[src/rtl/adc128s_pkg.sv]
// rtl/adc128s_pkg.sv - shared widths and FSM encoding for the ADC128S responder
package adc128s_pkg;

    localparam int FRAME_BITS_DEF = 16;
    localparam int CH_W           = 3;
    localparam int DATA_W         = 12;
    localparam int CNT_W          = 5;

    typedef logic [1:0] state_t;

    localparam state_t ST_IDLE    = 2'd0;
    localparam state_t ST_SHIFT   = 2'd1;
    localparam state_t ST_ARMWAIT = 2'd2;

endpackage

[src/rtl/spi_sync_edge.sv]
// rtl/spi_sync_edge.sv - 2-flop synchronizer plus one history flop for edge pulses
module spi_sync_edge #(
    parameter logic RESET_VAL = 1'b0
) (
    input  logic clk,
    input  logic rst,
    input  logic d,
    output logic level,
    output logic rise,
    output logic fall
);

    logic meta;
    logic sync;
    logic prev;

    always_ff @(posedge clk or posedge rst) begin
        if (rst) begin
            meta <= RESET_VAL;
            sync <= RESET_VAL;
            prev <= RESET_VAL;
        end else begin
            meta <= d;
            sync <= meta;
            prev <= sync;
        end
    end

    assign level = sync;
    assign rise  = sync & ~prev;
    assign fall  = ~sync & prev;

endmodule

[src/rtl/adc128s_resp.sv]
// rtl/adc128s_resp.sv - SPI slave emulating an ADC128S: returns ch_mem[conv_ch], decodes next channel
module adc128s_resp
    import adc128s_pkg::*;
#(
    parameter int FRAME_BITS = FRAME_BITS_DEF
) (
    input  logic              clk,
    input  logic              rst,
    input  logic              SS_n,
    input  logic              SCLK,
    input  logic              MOSI,
    output logic              MISO,
    input  logic              ch_wr,
    input  logic [CH_W-1:0]   ch_wr_addr,
    input  logic [DATA_W-1:0] ch_wr_data,
    output logic [CH_W-1:0]   conv_ch,
    output logic              conv_done,
    output logic              frame_err
);

    localparam int                RX_W      = FRAME_BITS - 2;
    localparam logic [CNT_W-1:0]  FRAME_CNT = CNT_W'(FRAME_BITS);

    logic ss_level, ss_rise, ss_fall;
    logic sclk_level, sclk_rise, sclk_fall;
    logic mosi_level, mosi_rise, mosi_fall;
    logic unused_sync;

    spi_sync_edge #(.RESET_VAL(1'b1)) u_ss (
        .clk(clk), .rst(rst), .d(SS_n),
        .level(ss_level), .rise(ss_rise), .fall(ss_fall)
    );

    spi_sync_edge #(.RESET_VAL(1'b0)) u_sclk (
        .clk(clk), .rst(rst), .d(SCLK),
        .level(sclk_level), .rise(sclk_rise), .fall(sclk_fall)
    );

    spi_sync_edge #(.RESET_VAL(1'b0)) u_mosi (
        .clk(clk), .rst(rst), .d(MOSI),
        .level(mosi_level), .rise(mosi_rise), .fall(mosi_fall)
    );

    assign unused_sync = ^{sclk_level, mosi_rise, mosi_fall};

    logic [DATA_W-1:0]     ch_mem [2**CH_W];
    state_t                state;
    logic [1:0]            arm_cnt;
    logic [FRAME_BITS-1:0] tx_shift;
    logic [RX_W-1:0]       rx_shift;
    logic [CNT_W-1:0]      bit_cnt;

    always_ff @(posedge clk or posedge rst) begin
        if (rst) begin
            for (int i = 0; i < 2**CH_W; i++) begin
                ch_mem[i] <= '0;
            end
        end else if (ch_wr) begin
            ch_mem[ch_wr_addr] <= ch_wr_data;
        end
    end

    always_ff @(posedge clk or posedge rst) begin
        if (rst) begin
            state     <= ST_ARMWAIT;
            arm_cnt   <= '0;
            tx_shift  <= '0;
            rx_shift  <= '0;
            bit_cnt   <= '0;
            conv_ch   <= '0;
            conv_done <= 1'b0;
            frame_err <= 1'b0;
        end else begin
            conv_done <= 1'b0;
            frame_err <= 1'b0;
            case (state)
                ST_IDLE: begin
                    if (ss_fall) begin
                        state    <= ST_SHIFT;
                        tx_shift <= {{(FRAME_BITS-DATA_W){1'b0}}, ch_mem[conv_ch]};
                        rx_shift <= '0;
                        bit_cnt  <= '0;
                    end
                end
                ST_SHIFT: begin
                    if (ss_rise) begin
                        state <= ST_IDLE;
                        if (bit_cnt == FRAME_CNT) begin
                            conv_ch   <= rx_shift[RX_W-1 -: CH_W];
                            conv_done <= 1'b1;
                        end else begin
                            frame_err <= 1'b1;
                        end
                    end else begin
                        if (sclk_rise) begin
                            rx_shift <= {rx_shift[RX_W-2:0], mosi_level};
                            if (bit_cnt != '1) begin
                                bit_cnt <= bit_cnt + 1'b1;
                            end
                        end
                        if (sclk_fall && (bit_cnt != '0)) begin
                            tx_shift <= {tx_shift[FRAME_BITS-2:0], 1'b0};
                        end
                    end
                end
                default: begin
                    // The SS_n synchronizer resets high, so the first two "high" samples
                    // after reset are not trusted; require three consecutive highs.
                    if (ss_level) begin
                        if (arm_cnt == 2'd2) begin
                            state   <= ST_IDLE;
                            arm_cnt <= '0;
                        end else begin
                            arm_cnt <= arm_cnt + 2'd1;
                        end
                    end else begin
                        arm_cnt <= '0;
                    end
                end
            endcase
        end
    end

    assign MISO = (state == ST_SHIFT) && tx_shift[FRAME_BITS-1];

endmodule

[config.mk]
export PLATFORM = sky130hd
export DESIGN_NAME = adc128s_resp
export DESIGN_NICKNAME = d
export VERILOG_FILES = /design/src/rtl/adc128s_pkg.sv /design/src/rtl/spi_sync_edge.sv /design/src/rtl/adc128s_resp.sv
export SDC_FILE = /design/constraint.sdc
export NUM_CORES = 1
export LEC_CHECK = 0
export CORE_UTILIZATION = 32
export CTS_CLUSTER_SIZE = 14
export DETAILED_ROUTE_END_ITERATION = 7
export MAX_ROUTING_LAYER = met4
export PLACE_DENSITY_LB_ADDON = 0.05
export SYNTH_ARGS = -nofsm -noshare
export SYNTH_HDL_FRONTEND = slang
export SYNTH_SLANG_ARGS = --single-unit
[constraint.sdc]
create_clock -name clk -period 8.6 [get_ports clk]
set_input_delay 2.58 -clock clk [delete_from_list [all_inputs] [get_ports clk]]
set_output_delay 2.58 -clock clk [all_outputs]
set_load 0.05 [all_outputs]
==> out/results.ini <==
[run_status]
status=finished, final reports clean

[global_route]
grt_pass1_wl_mm=23.7
first_global_vias=4079
globalRouteOverflowTotal=0
antenna_found_initial=0
grt_max_degree=81
grt_usage_pct=16.4

[floorplan]
io-pin-count=27
start_util_pct=33.0
fp.dieH_um=145
die_w_um=145
rows=51
core_area_um2=19700
die_area_um2=20900

[placement]
post_dp_cell_area_um2=7050
portBuffers=26
gp_congestion=0.682
dp_hpwl_mm=8.82
dpl.cell_count=732
dp_slack_ns=3.72

[routing]
drt-pass1-iter-count=4
drc=0
viasPerCell=5.11
via_count=3902
wl_per_cell_um=19.3
first_iter_violations=225
ant_nets=0
totalWireLength_mm=14.7

[timing]
finalMaxSlewViolations=0
clock.fmax_mhz=210
fin_crit_ns=4.77
slew_headroom_pct=22.6
finalHoldViolCount=0
worst_slack_ns=3.83
rsz0062_at_grt=false
setup_violations=0
setup-tns-final_ns=0
tightestPinTransition_ns=1.16
period_share_pct=55.4
skew_ns=0.00670

[final_layout]
regArea_um2=3710
drive_gt1_share_pct=30.3
final_area_um2=7710
area_delta_synth_final_pct=18.4
fillers=1851
multi_input_area_um2=2660
nets=510
n_antenna_cell=0
final-instance-count-excl-fill=764

[setup_path]
critPathArrivalTime_ns=2.19
crit_path_max_fanout=11
r2r_setup_slack_ns=6.45
worstSetupEndpointType=output pin
worstSetupStartpointType=flip-flop
crit_type=reg2out
worst_ep_required_time_ns=6.02

[logic_synthesis]
synth_cells=460
yosysWarnings=0
synth-edff-count=0
synth_area_um2=6510
ys_ff_latch=148
yosys.cell_types.count=47
syn_avg_cell_area_um2=14.1
synth_nets=484
async_reset_ff_share_pct=100
synth_top_flop_cell=dfrtp_1
ys_seq_area_share_pct=57.0

[power_and_ir_drop]
leakage_nw=3.17
p_per_area_nw_per_um2=261
combPwrFrac_pct=13.1
clkPwrFrac_pct=41.5
internal_power_w=0.00154
p_switching_w=0.000469
seqPwrFrac_pct=45.4
vdd_drop_max_v=0.000122
p_sw_share_pct=23.3
p_total_w=0.00201

[clocking]
cts_buffers=17
cts.reportedPaths.clkPinSlew_ns=0.06
cts_root_buffer=clkbuf_16
tritoncts=built
cts_setup_buffers=0
post_cts_resized=0
htree_levels=4
cts_hold_buf=0
cts_buffer_depth=2
clk-insertion-delay-late_ns=0.42
cts.sink_count=148

[run]
drv_cap=0

[min_path]
hold_path_class=reg2reg

worst max-delay path, stage by stage (launching register included):
cell and delay (ns):
dfstp_2 0.63, and2b_1 0.27, and2_1 0.18, clkdlybuf4s50_1 0.69
registers in the layout, summed over array words and instances (netlist names), 2 cells and up:
name      cells
tx_shift     16
arm_cnt       2
conv_ch       3
state         2
ch_mem       96
bit_cnt       5
rx_shift     14
worst paths after layout:
| check | from | end | depth (start not counted) |
|---|---|---|---|
| worst max register to register | conv_ch[1] | tx_shift[1] | 4 |
| min in group asynchronous | rst | ch_mem[36] | 2 |
| worst min-delay path | u_mosi.meta | u_mosi.level | 0 |
| max in group asynchronous | rst | tx_shift[5] | 3 |
| worst max-delay path | state[1] | MISO | 3 |
| worst min register to register | u_mosi.meta | u_mosi.level | 0 |
power by group through the flow:
stage | clock network [W] | registers (W) | logic (W)
2_1_floorplan | 0 | 0.000901 | 0.000213
3_3_place_gp | 0 | 0.000920 | 0.000260
3_5_place_dp | 0 | 0.000925 | 0.000269
4_1_cts | 0.000858 | 0.000913 | 0.000270
5_1_grt | 0.000893 | 0.000931 | 0.000294
6_report | 0.000835 | 0.000913 | 0.000264
placed cells by master, fill, tap and decap left out, types with 6 or more instances in the layout:
master / n
dfrtp_1: 143
mux2_2: 96
mux2i_1: 48
a22o_1: 38
clkdlybuf4s50_1: 26
clkbuf_16: 17
o21ai_0: 13
o221a_1: 9
nand2_1: 8
inv_1: 8
buf_4: 7
nand2b_1: 6
bufinv_16: 6
metrics by stage:
stage | util (%) | hold WS [ns]
global route | 39.1 | 0.352
CTS | 39.1 | 0.350
floorplan | - | 0.331
global placement | 35.8 | 0.332
finish | 39.1 | 0.348
detailed placement | 35.8 | 0.338
cell usage after synthesis, types with 2 or more instances:
master,number,share of area [%]
a21oi_1,3,0.23
a22o_1,38,5.1
a22oi_1,2,0.23
a31oi_1,2,0.19
and2_1,2,0.19
and3_1,3,0.29
buf_1,6,0.35
buf_2,9,0.69
buf_6,3,0.52
clkbuf_1,7,0.40
dfrtp_1,144,55
dfstp_2,4,1.6
ha_1,3,0.58
inv_1,9,0.52
mux2_2,96,17
mux2_4,3,0.69
mux2i_1,48,7.4
mux4_2,2,0.69
nand2_1,8,0.46
nand2b_1,6,0.58
nand3_1,3,0.23
nand4b_1,3,0.40
nor2_1,3,0.17
nor2b_1,3,0.29
nor3_1,3,0.23
nor3b_1,2,0.23
o21ai_0,13,1.0
o221a_1,9,1.6
o22ai_1,2,0.19
o31ai_1,2,0.23
or2_1,2,0.19
or3_1,2,0.19
routing by layer:
layer	wire [µm]	GRT usage, %
met1	7660	23.1
met2	6500	22.8
met3	404	3.87
met4	153	5.43
met5	0	-
cell families (layout without fill, tap and decap cells):
group           count (synthesis)  after routing  synth area share [%]
mux                           149            149                  25.4
flops                         148            148                  57.0
compound gates                 77             77                  9.79
simple gates                   48             48                  4.67
buf+inv                        35             74                  2.60
fa+ha+maj                       3              3                 0.577
layout make-up:
class	count	area share [%]
Sequential cell	148	48.1
Multi-Input combinational cell	277	34.5
Clock buffer	23	5.94
Tap cell	265	4.30
Timing Repair Buffer	33	4.06
Clock inverter	9	2.60
Inverter	9	0.503
No activity file was read; power rests on OpenSTA's default activity.
